[src/rtl/ctrl_pkg.sv]
// Shared encodings for the main controller: opcodes, ALUOp codes, state and opcode-class enums.
// Optional feature macro: CTRL_ILLEGAL_TRAP_EN (adds the TRAP state).
package ctrl_pkg;

    localparam int unsigned OPC_W   = 7;
    localparam int unsigned ALUOP_W = 2;

    localparam logic [OPC_W-1:0] OPC_R     = 7'b0110011;
    localparam logic [OPC_W-1:0] OPC_I     = 7'b0010011;
    localparam logic [OPC_W-1:0] OPC_LW    = 7'b0000011;
    localparam logic [OPC_W-1:0] OPC_SW    = 7'b0100011;
    localparam logic [OPC_W-1:0] OPC_B     = 7'b1100011;
    localparam logic [OPC_W-1:0] OPC_JAL   = 7'b1101111;
    localparam logic [OPC_W-1:0] OPC_JALR  = 7'b1100111;
    localparam logic [OPC_W-1:0] OPC_LUI   = 7'b0110111;
    localparam logic [OPC_W-1:0] OPC_AUIPC = 7'b0010111;

    localparam logic [ALUOP_W-1:0] ALUOP_ADD    = 2'b00;
    localparam logic [ALUOP_W-1:0] ALUOP_BRANCH = 2'b01;
    localparam logic [ALUOP_W-1:0] ALUOP_FUNC   = 2'b10;
    localparam logic [ALUOP_W-1:0] ALUOP_PASS   = 2'b11;

    typedef enum logic [2:0] {
        ST_FETCH  = 3'd0,
        ST_DECODE = 3'd1,
        ST_EXEC   = 3'd2,
        ST_MEM    = 3'd3,
        ST_WB     = 3'd4
`ifdef CTRL_ILLEGAL_TRAP_EN
        , ST_TRAP = 3'd5
`endif
    } state_e;

    typedef enum logic [3:0] {
        CLS_R       = 4'd0,
        CLS_I       = 4'd1,
        CLS_LW      = 4'd2,
        CLS_SW      = 4'd3,
        CLS_B       = 4'd4,
        CLS_JAL     = 4'd5,
        CLS_JALR    = 4'd6,
        CLS_LUI     = 4'd7,
        CLS_AUIPC   = 4'd8,
        CLS_ILLEGAL = 4'd9
    } opclass_e;

    // ALU controller operation selected for each instruction class
    function automatic logic [ALUOP_W-1:0] alu_op_of(input opclass_e cls);
        case (cls)
            CLS_B:          alu_op_of = ALUOP_BRANCH;
            CLS_R, CLS_I:   alu_op_of = ALUOP_FUNC;
            CLS_JAL, CLS_LUI: alu_op_of = ALUOP_PASS;
            default:        alu_op_of = ALUOP_ADD;
        endcase
    endfunction

endpackage

[src/rtl/main_controller_fsm_if.sv]
// Controller <-> datapath/memory handshake bundle; master is the controller side.
interface main_controller_fsm_if
    import ctrl_pkg::*;
#(
    parameter int unsigned CNT_W = 16
);

    logic [OPC_W-1:0]   Opcode;
    logic               Zero;
    logic               imem_ack;
    logic               dmem_ack;
    logic               imem_req;
    logic               dmem_req;
    logic [ALUOP_W-1:0] ALUOp;
    logic               ALUSrc;
    logic               MemRead;
    logic               MemWrite;
    logic               RegWrite;
    logic               MemtoReg;
    logic               IRWrite;
    logic               PCWrite;
    logic               illegal;
    logic [CNT_W-1:0]   retired;

    modport master (
        input  Opcode, Zero, imem_ack, dmem_ack,
        output imem_req, dmem_req, ALUOp, ALUSrc, MemRead, MemWrite,
               RegWrite, MemtoReg, IRWrite, PCWrite, illegal, retired
    );

    modport slave (
        output Opcode, Zero, imem_ack, dmem_ack,
        input  imem_req, dmem_req, ALUOp, ALUSrc, MemRead, MemWrite,
               RegWrite, MemtoReg, IRWrite, PCWrite, illegal, retired
    );

endinterface

[src/rtl/opcode_class_decode.sv]
// Combinational opcode-to-class mapping; anything unrecognised is CLS_ILLEGAL.
module opcode_class_decode
    import ctrl_pkg::*;
(
    input  logic [OPC_W-1:0] opcode,
    output opclass_e         opclass_c
);

    // classify the raw opcode field
    always_comb begin
        opclass_c = CLS_ILLEGAL;
        case (opcode)
            OPC_R:     opclass_c = CLS_R;
            OPC_I:     opclass_c = CLS_I;
            OPC_LW:    opclass_c = CLS_LW;
            OPC_SW:    opclass_c = CLS_SW;
            OPC_B:     opclass_c = CLS_B;
            OPC_JAL:   opclass_c = CLS_JAL;
            OPC_JALR:  opclass_c = CLS_JALR;
            OPC_LUI:   opclass_c = CLS_LUI;
            OPC_AUIPC: opclass_c = CLS_AUIPC;
            default:   opclass_c = CLS_ILLEGAL;
        endcase
    end

endmodule

[src/rtl/main_controller_fsm.sv]
// Multi-cycle instruction controller: FETCH/DECODE/EXEC/MEM/WB sequencing,
// datapath strobe decode and retired-instruction counter.
// Optional feature macro: CTRL_ILLEGAL_TRAP_EN (unknown opcodes trap instead of acting as NOP).
module main_controller_fsm
    import ctrl_pkg::*;
#(
    parameter int unsigned CNT_W = 16
) (
    input  logic                 clk,
    input  logic                 rst_n,
    main_controller_fsm_if.master bus
);

    state_e           state_q;
    state_e           state_d;
    opclass_e         cls_q;
    opclass_e         cls_dec_c;
    logic [CNT_W-1:0] retired_q;

    opcode_class_decode u_decode (
        .opcode    (bus.Opcode),
        .opclass_c (cls_dec_c)
    );

    // state register
    always_ff @(posedge clk or negedge rst_n) begin
        if (!rst_n) begin
            state_q <= ST_FETCH;
        end else begin
            state_q <= state_d;
        end
    end

    // capture the instruction class while the opcode is first valid
    always_ff @(posedge clk or negedge rst_n) begin
        if (!rst_n) begin
            cls_q <= CLS_ILLEGAL;
        end else if (state_q == ST_DECODE) begin
            cls_q <= cls_dec_c;
        end
    end

    // next-state logic
    always_comb begin
        state_d = state_q;
        case (state_q)
            ST_FETCH: begin
                if (bus.imem_ack) state_d = ST_DECODE;
            end
            ST_DECODE: begin
                if (cls_dec_c == CLS_ILLEGAL) begin
`ifdef CTRL_ILLEGAL_TRAP_EN
                    state_d = ST_TRAP;
`else
                    state_d = ST_FETCH;
`endif
                end else begin
                    state_d = ST_EXEC;
                end
            end
            ST_EXEC: begin
                case (cls_q)
                    CLS_LW, CLS_SW: state_d = ST_MEM;
                    CLS_B:          state_d = ST_FETCH;
                    default:        state_d = ST_WB;
                endcase
            end
            ST_MEM: begin
                if (bus.dmem_ack) state_d = (cls_q == CLS_LW) ? ST_WB : ST_FETCH;
            end
            ST_WB: begin
                state_d = ST_FETCH;
            end
`ifdef CTRL_ILLEGAL_TRAP_EN
            ST_TRAP: begin
                state_d = ST_TRAP;
            end
`endif
            default: begin
                state_d = ST_FETCH;
            end
        endcase
    end

    // count every instruction that completes back into FETCH (a trap never returns)
    always_ff @(posedge clk or negedge rst_n) begin
        if (!rst_n) begin
            retired_q <= '0;
        end else if ((state_q != ST_FETCH) && (state_d == ST_FETCH)) begin
            retired_q <= retired_q + CNT_W'(1);
        end
    end

    assign bus.retired = retired_q;

    // strobe decode; everything is forced low while reset is held
    always_comb begin
        bus.imem_req = 1'b0;
        bus.dmem_req = 1'b0;
        bus.ALUOp    = ALUOP_ADD;
        bus.ALUSrc   = 1'b0;
        bus.MemRead  = 1'b0;
        bus.MemWrite = 1'b0;
        bus.RegWrite = 1'b0;
        bus.MemtoReg = 1'b0;
        bus.IRWrite  = 1'b0;
        bus.PCWrite  = 1'b0;
        bus.illegal  = 1'b0;
        if (rst_n) begin
            case (state_q)
                ST_FETCH: begin
                    bus.imem_req = 1'b1;
                    bus.IRWrite  = bus.imem_ack;
                end
                ST_DECODE: begin
`ifndef CTRL_ILLEGAL_TRAP_EN
                    bus.PCWrite = (cls_dec_c == CLS_ILLEGAL);
`endif
                end
                ST_EXEC: begin
                    bus.ALUOp  = alu_op_of(cls_q);
                    bus.ALUSrc = (cls_q != CLS_R) && (cls_q != CLS_B);
                    if (cls_q == CLS_B) bus.PCWrite = bus.Zero;
                end
                ST_MEM: begin
                    bus.dmem_req = 1'b1;
                    bus.MemRead  = (cls_q == CLS_LW);
                    bus.MemWrite = (cls_q == CLS_SW);
                    bus.PCWrite  = (cls_q == CLS_SW) && bus.dmem_ack;
                end
                ST_WB: begin
                    bus.RegWrite = 1'b1;
                    bus.PCWrite  = 1'b1;
                    bus.MemtoReg = (cls_q == CLS_LW);
                end
`ifdef CTRL_ILLEGAL_TRAP_EN
                ST_TRAP: begin
                    bus.illegal = 1'b1;
                end
`endif
                default: begin
                end
            endcase
        end
    end

endmodule
[src/flat_wrapper.sv]
// flat-port wrapper written by rule: the top's interface ports become plain ports
module main_controller_fsm_flat import ctrl_pkg::*;
#(
    parameter int unsigned CNT_W = 16
)
  (clk, rst_n, bus_Opcode, bus_Zero, bus_imem_ack, bus_dmem_ack, bus_imem_req, bus_dmem_req, bus_ALUOp, bus_ALUSrc, bus_MemRead, bus_MemWrite, bus_RegWrite, bus_MemtoReg, bus_IRWrite, bus_PCWrite, bus_illegal, bus_retired);
  main_controller_fsm_if #(.CNT_W(CNT_W)) bus_i ();
  input  logic clk;
  input  logic rst_n;
  input wire logic [$bits(bus_i.Opcode)-1:0] bus_Opcode;
  input wire logic [$bits(bus_i.Zero)-1:0] bus_Zero;
  input wire logic [$bits(bus_i.imem_ack)-1:0] bus_imem_ack;
  input wire logic [$bits(bus_i.dmem_ack)-1:0] bus_dmem_ack;
  output wire logic [$bits(bus_i.imem_req)-1:0] bus_imem_req;
  output wire logic [$bits(bus_i.dmem_req)-1:0] bus_dmem_req;
  output wire logic [$bits(bus_i.ALUOp)-1:0] bus_ALUOp;
  output wire logic [$bits(bus_i.ALUSrc)-1:0] bus_ALUSrc;
  output wire logic [$bits(bus_i.MemRead)-1:0] bus_MemRead;
  output wire logic [$bits(bus_i.MemWrite)-1:0] bus_MemWrite;
  output wire logic [$bits(bus_i.RegWrite)-1:0] bus_RegWrite;
  output wire logic [$bits(bus_i.MemtoReg)-1:0] bus_MemtoReg;
  output wire logic [$bits(bus_i.IRWrite)-1:0] bus_IRWrite;
  output wire logic [$bits(bus_i.PCWrite)-1:0] bus_PCWrite;
  output wire logic [$bits(bus_i.illegal)-1:0] bus_illegal;
  output wire logic [$bits(bus_i.retired)-1:0] bus_retired;
  assign bus_i.Opcode = bus_Opcode;
  assign bus_i.Zero = bus_Zero;
  assign bus_i.imem_ack = bus_imem_ack;
  assign bus_i.dmem_ack = bus_dmem_ack;
  assign bus_imem_req = bus_i.imem_req;
  assign bus_dmem_req = bus_i.dmem_req;
  assign bus_ALUOp = bus_i.ALUOp;
  assign bus_ALUSrc = bus_i.ALUSrc;
  assign bus_MemRead = bus_i.MemRead;
  assign bus_MemWrite = bus_i.MemWrite;
  assign bus_RegWrite = bus_i.RegWrite;
  assign bus_MemtoReg = bus_i.MemtoReg;
  assign bus_IRWrite = bus_i.IRWrite;
  assign bus_PCWrite = bus_i.PCWrite;
  assign bus_illegal = bus_i.illegal;
  assign bus_retired = bus_i.retired;
  main_controller_fsm #(.CNT_W(CNT_W)) u_core (.clk(clk), .rst_n(rst_n), .bus(bus_i));
endmodule
[config.mk]
export PLATFORM = sky130hd
export DESIGN_NAME = main_controller_fsm_flat
export DESIGN_NICKNAME = d
export VERILOG_FILES = /design/src/rtl/ctrl_pkg.sv /design/src/rtl/main_controller_fsm_if.sv /design/src/rtl/opcode_class_decode.sv /design/src/rtl/main_controller_fsm.sv /design/src/flat_wrapper.sv
export SDC_FILE = /design/constraint.sdc
export NUM_CORES = 1
export LEC_CHECK = 0
export CAP_MARGIN = 20
export CORE_ASPECT_RATIO = 1.4
export CORE_MARGIN = 3
export CORE_UTILIZATION = 45
export CTS_CLUSTER_SIZE = 28
export DETAILED_ROUTE_END_ITERATION = 8
export PLACE_DENSITY = 0.75
export SLEW_MARGIN = 20
export SYNTH_ARGS = -nofsm -noshare
export SYNTH_HDL_FRONTEND = slang
export SYNTH_SLANG_ARGS = --single-unit
[constraint.sdc]
create_clock -name clk -period 2.58 [get_ports clk]
set_clock_uncertainty 0.15 [all_clocks]
set_input_delay 0.387 -clock clk [delete_from_list [all_inputs] [get_ports clk]]
set_output_delay 0.387 -clock clk [all_outputs]
set_load 0.02 [all_outputs]
==> results of run 1 <==
-- routing by layer --
metal  vias up  GRT usage
li1        728          -
met1       706      0.241
met2        39      0.351
met3         9     0.0216
met4         0     0.0719
met5         -          0
-- critical path, delay by kind of cell --
kind                   cells  cell delay (ns)
buffers and inverters      2             0.64
AOI/OAI and AO/OA          2             0.44
and+or+nand+nor            3             0.47
-- sequential cells by signal, summed over array words and instances (netlist names) --
name / cells
u_core.state_q: 3
u_core.bus.retired: 16
u_core.cls_q: 4
-- power groups by stage --
| stage | combinational [mW] | clock [mW] | sequential [mW] |
|---|---|---|---|
| 4_1_cts | 0.401 | 0.226 | 0.487 |
| 5_1_grt | 0.431 | 0.240 | 0.501 |
| 6_report | 0.398 | 0.220 | 0.487 |
| 2_1_floorplan | 0.181 | 0 | 0.528 |
| 3_3_place_gp | 0.390 | 0 | 0.488 |
| 3_5_place_dp | 0.400 | 0 | 0.490 |
-- cells by family after synthesis --
| kind of cell | after synthesis | share of synthesized area |
|---|---|---|
| AOI/OAI and AO/OA | 28 | 0.137 |
| xor gates and xnor gates | 15 | 0.0837 |
| muxes | 4 | 0.0287 |
| adders and majority gates | 1 | 0.00754 |
| buffers and inverters | 14 | 0.0566 |
| and+or+nand+nor | 84 | 0.336 |
| other | 1 | 0.00226 |
| DFF | 23 | 0.348 |
-- how the worst min path moves through the flow --
stage                           start                     end  slack, ns  depth (start not counted)
6_report       u_core.bus.retired[15]  u_core.bus.retired[15]       0.34                          1
5_1_grt        u_core.bus.retired[15]  u_core.bus.retired[15]       0.37                          1
4_1_cts        u_core.bus.retired[15]  u_core.bus.retired[15]       0.34                          1
3_5_place_dp   u_core.bus.retired[15]  u_core.bus.retired[15]       0.32                          1
3_3_place_gp   u_core.bus.retired[15]  u_core.bus.retired[15]       0.31                          1
2_1_floorplan                   rst_n   u_core.bus.retired[0]      -0.06                          0
-- layout make-up --
cell class,count,area (um2),area share
Multi-Input combinational cell,133,1000,0.446
Sequential cell,23,579,0.259
Timing Repair Buffer,59,549,0.245
Tap cell,40,50.0,0.0223
Clock buffer,3,41.3,0.0184
Inverter,4,15.0,0.00670
Clock inverter,1,5.00,0.00223
-- cell usage after synthesis (2+ instances only) --
cell type	number
sky130_fd_sc_hd__nand4_1	7
sky130_fd_sc_hd__mux2_2	2
sky130_fd_sc_hd__a21oi_1	9
sky130_fd_sc_hd__buf_2	5
sky130_fd_sc_hd__nor2b_1	4
sky130_fd_sc_hd__dfstp_2	2
sky130_fd_sc_hd__nand4_4	2
sky130_fd_sc_hd__nor2_1	8
sky130_fd_sc_hd__dfrtp_1	21
sky130_fd_sc_hd__and4_1	2
sky130_fd_sc_hd__nand3b_1	2
sky130_fd_sc_hd__nor4_1	2
sky130_fd_sc_hd__and3_1	11
sky130_fd_sc_hd__nand2_1	14
sky130_fd_sc_hd__and2_1	2
sky130_fd_sc_hd__o21bai_1	2
sky130_fd_sc_hd__o21ai_0	3
sky130_fd_sc_hd__buf_6	2
sky130_fd_sc_hd__or4b_1	2
sky130_fd_sc_hd__inv_1	4
sky130_fd_sc_hd__xnor2_1	14
sky130_fd_sc_hd__nand3_2	8
sky130_fd_sc_hd__nor3_1	7
sky130_fd_sc_hd__nand2b_1	6
sky130_fd_sc_hd__o31ai_1	2
sky130_fd_sc_hd__or4bb_1	2
sky130_fd_sc_hd__or3b_1	2
-- per-stage QoR --
| step | setup slack [ns] | util | std cells | power [mW] |
|---|---|---|---|---|
| finish | 0.0992 | 0.645 | 263 | 1.10 |
| global route | 0.0128 | 0.645 | 263 | 1.17 |
| floorplan | 0.274 | - | 170 | 0.709 |
| detailed placement | -0.459 | 0.628 | 259 | 0.890 |
| global placement | -0.351 | 0.628 | 259 | 0.877 |
| CTS | 0.000732 | 0.640 | 263 | 1.11 |
-- repair_timing --
action	in CTS	in global routing
setup buffers	0	0
gates cloned	0	0
hold buffers	0	0
endpoints found under the setup margin	7	5
resized for setup	12	6
==> results summary, run 1 <==
The worst setup path is of the in2out kind. In this run the critical register-to-register path is launched from u_core.state_q[0]. The library cells used most frequently in the layout, excluding fill and tap cells, are 28 x sky130_fd_sc_hd__clkdlybuf4s50_1, 20 x sky130_fd_sc_hd__buf_4, 20 x sky130_fd_sc_hd__dfrtp_1, 14 x sky130_fd_sc_hd__nand2_1, 14 x sky130_fd_sc_hd__xnor2_1. The sum of routed wire segments on met1 came out at 1.68 mm. The number of flip-flops and latches in the synthesized netlist is 23. The number of slew-limit violations in the final report was 0. VDD sags by at most 0.447 mV. Of the total power, the clock network draws 0.199. The CTS buffer count is 3. The number of global-route vias before repair came out at 1525.

sky130_fd_sc_hd__dfrtp_1 takes more of the synthesized area than any other cell. Walking the worst path, the cells encountered are clkdlybuf4s50_1, nor2b_1, and3_1, o311ai_2, nand2_1, a21boi_0, buf_2. The portion of total power attributed to sequential cells came out at 0.441.

The final weighted congestion in routability-driven placement is 0.995. The final setup TNS came out at 0 ns. The proportion of synthesized flip-flops having asynchronous set or reset came out at 1.00.

The number of antenna diodes in the final layout is 0. The count of nets after finishing came out at 237. Entering global routing, the biggest net connects 16 pins.

For this run, the slowest stage of the critical path takes 0.45 ns. The synthesis-to-finish area growth came out at 35.0%. The data arrival time of the critical path is 1.94 ns.

The portion of the clock cycle consumed by the worst path in the final layout came out at 0.962. The total vias in the final route is 1482. The number of placed I/O pins is 40. The most critical setup path has its endpoint at bus_PCWrite.

In this run the worst hold path is classified as reg2reg. Timing would allow up to 403 MHz. The TritonCTS sink count came out at 23. The worst setup path is launched from an input pin. The fraction of layout cells with a size suffix above 1 came out at 0.220. The worst-path maximum fanout came out at 3. In the post-synthesis netlist, the biggest area contributors are sky130_fd_sc_hd__dfrtp_1 32%, sky130_fd_sc_hd__xnor2_1 7.4%, sky130_fd_sc_hd__nand3_2 4.8%. The number of endpoints failing setup at the final stage is 0.

The power density relative to cell area is 493 nW/um2. The global-route wire length before repair is 7.11 mm. The worst reg-to-reg setup slack is 0.27 ns. After detailed routing, no signal wire sits above met4. The number of different library cells used by synthesis comes to 50. The share of total power dissipated in combinational logic is 0.360. The global routing usage summed across all routing layers is 0.198. TritonCTS built the clock tree. The slowest library cell on the worst path is sky130_fd_sc_hd__clkdlybuf4s50_1. The total core area came out at 3470 um2. STA classifies the critical path endpoint as an output port.

The sequential area share after synthesis is 0.348. The time the final worst path needs with I/O delays and setup is 2.48 ns. The total number of yosys warnings is 0. The count of nets left with antenna violations once routing finished came out at 0. The number of rows in the core area came out at 25.

The detail-routed via count per cell is 5.63. Tracing the worst setup path back leads to its startpoint at bus_Opcode[6]. The post-synthesis net count came out at 183. The proportion of total power due to net switching is 0.343. The die area came out at 4460 um2. The initial antenna violation count is 0. The leakage power figure is 0.961 nW.

The number of buffers on the longest clock path came out at 2. The net switching power is 0.379 mW. The number of DRC markers after the initial detailed-route iteration came out at 56.

The number of synthesized flops with an enable pin is 0. The count of final hold-check violations came out at 0. For this run, the leading register cell type out of synthesis is sky130_fd_sc_hd__dfrtp_1. Summing all non-filler instances in the final layout gives an area of 2240 um2. The run finished with clean final reports. After filler insertion, the fill cell instance count of the layout stands at 305. The die is 57.3 um wide. The placed standard-cell area came out at 2180 um2.

The met3 routed wirelength came out at 121 um. The detailed placement HPWL is 3.19 mm. The depth of the most critical reg-to-reg path is 5. The effective utilization at floorplan is 0.478.

In this run the critical register-to-register path is captured at u_core.bus.retired[1]. The commonest non-fill, non-tap cell in the layout is sky130_fd_sc_hd__clkdlybuf4s50_1. Dividing the detail-routed wire length by the instance count gives 15.3 um. Setup repair after global routing left no endpoint under its margin. Counting every instance in the synthesized netlist gives 170. The y dimension of the die is 77.8 um. The required time reported for the critical path endpoint came out at 2.04 ns.

Across the run, the number of max-cap violations was 0. The per-instance average area after synthesis is 9.76 um2. The first detailed-routing pass ran for 4 iterations.

The tree is rooted in a sky130_fd_sc_hd__clkbuf_8. The share of synthesized area in the top cell type comes to 0.317. The port buffer count is 38. The total DRC errors in the routed layout is 0. The residual overflow from global routing is 0.

The clock latency at the later pin of the worst-skew pair is 0.26 ns. The deepest level of the CTS H-tree came out at 1. The clock transition at the registers of the reported paths is 0.08 ns. The worst-case hold slack is 0.338 ns. The cell area that synthesis handed to floorplanning was 1660 um2. The internal power contribution came out at 0.725 mW. The total wirelength of the detailed-routed design came out at 4.03 mm.

The total length of routed met2 wires came out at 2.15 mm.
Note: power is estimated with default switching activity, not from simulation.
==> run 2, diff against run 1 <==
- ABC_AREA: not set -> 1
- GPL_TIMING_DRIVEN: not set -> 0
- SLEW_MARGIN: 20 -> not set
==> results summary, run 2 <==
The flow ran to the end, and the final reports show no timing, DRC or antenna violations. The leakage power figure came out at 1.09 nW. The net switching power is 0.377 mW. The count of final hold-check violations is 0. The number of antenna diodes in the final layout is 0. Counting along the longest clock path gives a buffer depth of 2.

The count of nets after finishing came out at 305. The startpoint identified for the worst register-to-register timing path is u_core.cls_q[3]. The number of rows in the core area is 25. The initial antenna violation count came out at 0.

The fmax is 399 MHz. The proportion of synthesized flip-flops having asynchronous set or reset is 1.00. The pin count of the biggest net entering global routing came out at 20. The share of total power dissipated in the clock network is 0.225. The required time reported for the critical path endpoint came out at 2.04 ns. The start point of the critical path is u_core.state_q[0]. The detail-routed via count per cell is 5.19. The worst reg-to-reg setup slack is 0.75 ns.

The critical path is of the reg2out type. The first detailed-routing pass took 4 iterations. The share of Yosys cell area claimed by the top area cell type came out at 0.318. The type of the tightest min-delay check is in2async. The number of slew-limit violations in the final report came out at 0. The effective utilization at floorplan came out at 0.481. The mapped netlist covers 1650 um2. The width of the die is 57.2 um. The post-placement setup slack is -0.420 ns. The area share of xor/xnor cells in the synthesized design is 0.0424. At the end of the flow the core is filled with cells to 0.637.

The library cell used most frequently in the layout, excluding fill and tap cells, is sky130_fd_sc_hd__nand2_1. The worst-path maximum fanout came out at 6. The cell count after synthesis came out at 248. The compound-cell area share of the yosys netlist came out at 0.0469.

The detail route stage leaves a number of antenna-violating nets equal to 0. In the layout the commonest cells are 74 x sky130_fd_sc_hd__nand2_1, 32 x sky130_fd_sc_hd__nor2_1, 32 x sky130_fd_sc_hd__clkdlybuf4s50_1, 29 x sky130_fd_sc_hd__inv_1, 21 x sky130_fd_sc_hd__dfrtp_1. The worst-case vdd ir drop is 0.423 mV. The total core area is 3440 um2. Headroom to the max-slew limit came out at 0.661. The routed length per instance came out at 12.3 um. Of the total power, registers draw 0.447. The portion of the clock cycle consumed by the worst path in the final layout came out at 0.971.

The worst setup path is launched from a flop. The share of the Yosys chip area taken by registers is 0.349. The die area came out at 4450 um2. The port buffer count came out at 38. The final setup TNS came out at 0 ns. The simple logic cell fraction of the synthesized area is 0.449.

The count of cells in the finished layout, fillers not included, comes to 331. The number of synthesized flops with an enable pin came out at 0. Setup repair after global routing could not meet its margin everywhere. The depth of the most critical reg-to-reg path is 10. From synthesis to final layout, the design area changed by 32.6%. The share of synthesized cell area in full adder, half adder and majority cells is 0.00756. After the first detailed-routing iteration, the DRC count stood at 75. Once placement completed, the tool counted placed cells totaling 327. The layout has 324 filler cells.

The total DRC errors in the routed layout is 0. Across every metal layer, demand over resource in global routing totals 0.204. The leading cell type by number of instances after synthesis is sky130_fd_sc_hd__nand2_1. The data arrival time of the critical path came out at 1.97 ns. The reg-to-reg critical path endpoint is u_core.bus.retired[10]. The tree is rooted in a sky130_fd_sc_hd__clkbuf_8. Counting instances in the post-synthesis netlist gives the leading cell types as 74 x sky130_fd_sc_hd__nand2_1, 33 x sky130_fd_sc_hd__nor2_1, 29 x sky130_fd_sc_hd__inv_1, 21 x sky130_fd_sc_hd__dfrtp_1.

The setup slack of the critical path after layout is 0.0741 ns. The y dimension of the die is 77.7 um. TritonCTS built the clock tree. After synthesis, the largest family of logic cells by area is simple AND/OR/NAND/NOR gates.

The number of placed I/O pins is 40. The flip-flop count of the largest register, all copies and words added is 16. The proportion of total power due to net switching came out at 0.360. The combinational fraction of design power is 0.328. The number of endpoints failing setup at the final stage came out at 0. The unique cell type count in the Yosys netlist is 28. The final weighted congestion in routability-driven placement is 0.816. STA classifies the critical path endpoint as an output port. The per-instance average area after synthesis came out at 6.67 um2.

Among all flip-flop cells after synthesis, the most frequent one is sky130_fd_sc_hd__dfrtp_1. The global-route wire length before repair came out at 7.31 mm. The internal power contribution is 0.671 mW. In this run, synthesis produced a sequential element count of 23. The power density relative to cell area is 478 nW/um2.

The mux contribution to synthesized area came out at 0. The leading area contributor after synthesis is sky130_fd_sc_hd__dfrtp_1. The total vias in the final route is 1719.

The flip-flop and latch area came out at 578 um2. The actual transition at the worst max-transition pin came out at 0.505 ns. The number of global-route vias before repair is 1734. The multi-input combinational cells in the finished layout cover a total of 922 um2. The clock transition at the registers of the reported paths came out at 0.09 ns.

The TritonCTS sink count is 23. The CTS buffer count is 3. The tool flagged a number of max-cap violations equal to 0. The fraction of layout cells with a size suffix above 1 is 0.103. The post-synthesis net count is 261. After legalization and detailed placement, the total HPWL measured 3.20 mm. The total overflow left after global routing is 0. The smallest clock period supported by the final layout is computed as 2.51 ns. The clock latency at the later pin of the worst-skew pair came out at 0.27 ns. The deepest level of the CTS H-tree is 1. The overall power of the completed layout came out at 1.05 mW.

The total wirelength of the detailed-routed design is 4.09 mm. Ranked by total cell area, the synthesized netlist is headed by sky130_fd_sc_hd__dfrtp_1 32%, sky130_fd_sc_hd__nand2_1 17%, sky130_fd_sc_hd__nor2_1 7.5%. The total number of yosys warnings came out at 0.
-- run 2: cell count changes after synthesis, sizes merged, moves of 6 or more --
cell | before | now
xnor2 | 15 | 3
nand2b | 6 | 0
nor2 | 8 | 34
nand2 | 16 | 77
nand3 | 8 | 20
and3 | 11 | 0
nand4 | 9 | 19
inv | 4 | 32
-- run 2: kinds of logic after synthesis --
family / count (synthesis)
buffers and inverters: 39
and+or+nand+nor: 163
DFF: 23
other: 1
xor gates and xnor gates: 8
adders and majority gates: 1
AOI/OAI and AO/OA: 13
-- run 2: metrics by stage --
| step | cell area [um2] | hold slack [ns] |
|---|---|---|
| floorplan | 1650 | -0.0586 |
| global placement | 2080 | 0.328 |
| detailed placement | 2110 | 0.345 |
| CTS | 2180 | 0.0202 |
| global route | 2190 | 0.0335 |
| finish | 2190 | 0.0216 |
-- run 2: worst max-delay path by stage --
stage / endpoint / slack [ns]
after CTS: bus_PCWrite / 0.03
after global routing: bus_PCWrite / -0.06
after detailed placement: bus_PCWrite / -0.42
after global placement: bus_MemWrite / -0.99
after floorplan: bus_IRWrite / 0.65
final: bus_ALUOp[0] / 0.07
-- run 2: worst max-delay path, cell delays in order, from the launching register on --
cell	delay, ns
sky130_fd_sc_hd__dfrtp_1	0.47
sky130_fd_sc_hd__nor3_2	0.33
sky130_fd_sc_hd__nand2_1	0.14
sky130_fd_sc_hd__a21oi_1	0.14
sky130_fd_sc_hd__clkdlybuf4s50_1	0.62
-- run 2: power groups by stage --
| stage | clock [mW] | combinational (mW) | sequential (mW) |
|---|---|---|---|
| 5_1_grt | 0.247 | 0.384 | 0.479 |
| 4_1_cts | 0.241 | 0.347 | 0.467 |
| 6_report | 0.236 | 0.344 | 0.468 |
| 2_1_floorplan | 0 | 0.161 | 0.506 |
| 3_3_place_gp | 0 | 0.336 | 0.473 |
| 3_5_place_dp | 0 | 0.346 | 0.474 |
-- run 2: layer usage --
metal / part of all wire / wire, um / vias up / global-route usage
li1: - / - / 885 / -
met1: 0.40 / 1650 / 792 / 0.218
met2: 0.55 / 2240 / 35 / 0.386
met3: 0.029 / 120 / 7 / 0.0283
met4: 0.019 / 78 / 0 / 0.0835
met5: 0 / 0 / - / 0
-- run 2: final cells by class --
class                   instances  area share
plain buffers                   6      0.0211
clock buffers                   3      0.0188
clock inverters                 1     0.00228
inverters                      32      0.0548
multi-input cells             186       0.420
flip-flops and latches         23       0.264
well taps                      40      0.0228
repair buffers                 40       0.196
-- run 2: what timing repair did --
action                                  in CTS  in global routing
endpoints found under the setup margin      11                  7
resized for setup                            9                  6
hold buffers                                 1                  0
hold endpoints to repair                     7                  0
setup buffers                                0                  0
==> run 3, diff against run 2 <==
- CORE_UTILIZATION: 45 -> 25
- PLACE_DENSITY: 0.75 -> 0.47
==> results summary, run 3 (same netlist as run 2, synthesis figures left out) <==
The number of DRC markers after the initial detailed-route iteration came out at 88. The CTS tree is yes. The first-pass iteration count of the detailed router came out at 4.

The number of global-route vias before repair is 1640. The number of buffers on the longest clock path is 2. On the critical path, the stage with the largest delay is an instance of sky130_fd_sc_hd__clkdlybuf4s50_1. The flip-flop and latch area came out at 578 um2. The total vias in the final route is 1707. The repair_antennas step left the layout with diodes totalling 0. The count of buffering cells on the critical path with inverters included came out at 1. The number of endpoints failing setup at the final stage came out at 0. The worst-case vdd ir drop is 0.182 mV. The area taken by multi-input logic gates is 945 um2. The pin count of the biggest net entering global routing is 18.

The filler cell count is 696. The signal on the critical path passes through nor3_4, nand2_1, a21oi_1, clkdlybuf4s50_1. The residual overflow from global routing came out at 0. The worst-path maximum fanout is 6. The die is 74.7 um wide.

The floorplan has 34 rows. Leaving out fill and tap cells, the most frequent cell in the layout is sky130_fd_sc_hd__nand2_1. The leakage power figure is 1.09 nW. The port buffer count is 38. The number of placed instances with taps included is 359. By startpoint and endpoint, the worst setup path is classified as reg2out. The required time reported for the critical path endpoint is 2.04 ns. The relative slew slack came out at 0.623.

The final weighted congestion in routability-driven placement came out at 0.795. Across every metal layer, demand over resource in global routing totals 0.126. The effective utilization at floorplan is 0.263. Among cell families on the critical path, the largest total delay comes from buffers and inverters.

The count of nets after finishing came out at 305. The fraction of layout cells with a size suffix above 1 is 0.107. The final layout contains routed wiring with a total length of 4.62 mm. The number of placed I/O pins is 40. For the pin with the worst max-slew slack, the measured transition is 0.562 ns. The worst setup path is captured at an output port. On the worst path, the slowest cell contributes a delay of 0.62 ns.

The detailed placement HPWL is 3.60 mm. The routed length per instance is 12.7 um. The y dimension of the die is 102 um. Max-cap violations in this run came to 0. The count of final hold-check violations is 0. The die area is 7640 um2.

The library cells used most frequently in the layout, excluding fill and tap cells, are 74 x sky130_fd_sc_hd__nand2_1, 32 x sky130_fd_sc_hd__nor2_1, 32 x sky130_fd_sc_hd__clkdlybuf4s50_1, 29 x sky130_fd_sc_hd__inv_1, 21 x sky130_fd_sc_hd__dfrtp_1. The detail-routed via count per cell is 4.70. The power density relative to cell area came out at 471 nW/um2. The CTS buffer count is 3. The clock drives 23 sinks. The initial antenna violation count was 0. The first global-routing pass estimated 7.56 mm of wire. The placed standard-cell area came out at 2150 um2. The finished cells cover 2240 um2. The tightest min-delay check is of the in2async type.

The number of slew-limit violations in the final report is 0. The total DRC errors in the routed layout came out at 0. The flip-flop count of the largest register, all copies and words added is 16.

The clock transition at the registers of the reported paths came out at 0.09 ns. The core region is 6300 um2. Setup repair after global routing left no endpoint under its margin. The worst setup path is launched from a flop. In this run the number of H-tree levels came out at 1. The flow ran to the end, and the final reports show no timing, DRC or antenna violations. STA puts the critical path data arrival time at 1.92 ns.

Clock latency on the worst-skew pair, taken at its later pin, is 0.27 ns. The buffer type at the clock tree root is sky130_fd_sc_hd__clkbuf_8. The antenna violation net count after detailed routing is 0. The routed design could run at a clock period as short as 2.45 ns.

Excluding fillers, the count of instances in the completed layout stands at 363. In the finished design, the share of the clock period the worst path needs comes to 0.951. The synthesis-to-finish area growth is 35.6%. The fmax is 408 MHz.
[run 3: final timing paths]
kind / startpoint / to / slack (ns) / depth (start not counted)
setup / recovery: u_core.state_q[0] / bus_ALUOp[1] / 0.13 / 4
hold reg to reg: u_core.cls_q[0] / u_core.cls_q[0] / 0.36 / 2
setup reg to reg: u_core.cls_q[3] / u_core.bus.retired[6] / 0.68 / 10
hold / removal: rst_n / u_core.bus.retired[10] / 0.01 / 2
max in group asynchronous: rst_n / u_core.bus.retired[6] / 1.38 / 2
min in group clk: u_core.cls_q[0] / u_core.cls_q[0] / 0.36 / 2
[run 3: layout make-up]
| type | count | share of cell area |
|---|---|---|
| multi-input cells | 186 | 0.421 |
| flip-flops and latches | 23 | 0.258 |
| repair buffers | 40 | 0.187 |
| inverters | 32 | 0.0535 |
| well taps | 72 | 0.0402 |
| plain buffers | 6 | 0.0206 |
| clock buffers | 4 | 0.0201 |
[run 3: through the flow]
| step | hold slack, ns | utilization | worst slack, ns | power (mW) | TNS (ns) |
|---|---|---|---|---|---|
| floorplan | -0.0586 | - | 0.649 | 0.667 | 0 |
| finish | 0.0104 | 0.356 | 0.126 | 1.06 | 0 |
| global placement | 0.335 | 0.337 | -1.10 | 0.824 | -9.57 |
| CTS | 0.00797 | 0.351 | 0.0332 | 1.07 | 0 |
| global route | 0.0119 | 0.356 | 0.000838 | 1.13 | 0 |
| detailed placement | 0.348 | 0.342 | -0.558 | 0.832 | -3.94 |
[run 3: per-layer routing]
layer,vias up,GRT usage,part of all wire
met5,-,0,0
met4,0,0.0342,0.0089
met3,4,0.0217,0.036
met2,30,0.235,0.54
met1,791,0.143,0.42
li1,882,-,-
[run 3: what timing repair did]
action                                  CTS  global route
gates resized for setup                  12             9
endpoints found under the hold margin     9             0
buffers inserted                          0             0
endpoints found under the setup margin   11             7
hold buffers                              1             0
[run 3: power breakdown]
group / leakage (nW) / switching [mW] / internal, mW / total (mW)
logic: 0.758 / 0.197 / 0.153 / 0.350
registers: 0.307 / 0.0594 / 0.410 / 0.470
clock network: 0.0228 / 0.126 / 0.111 / 0.237
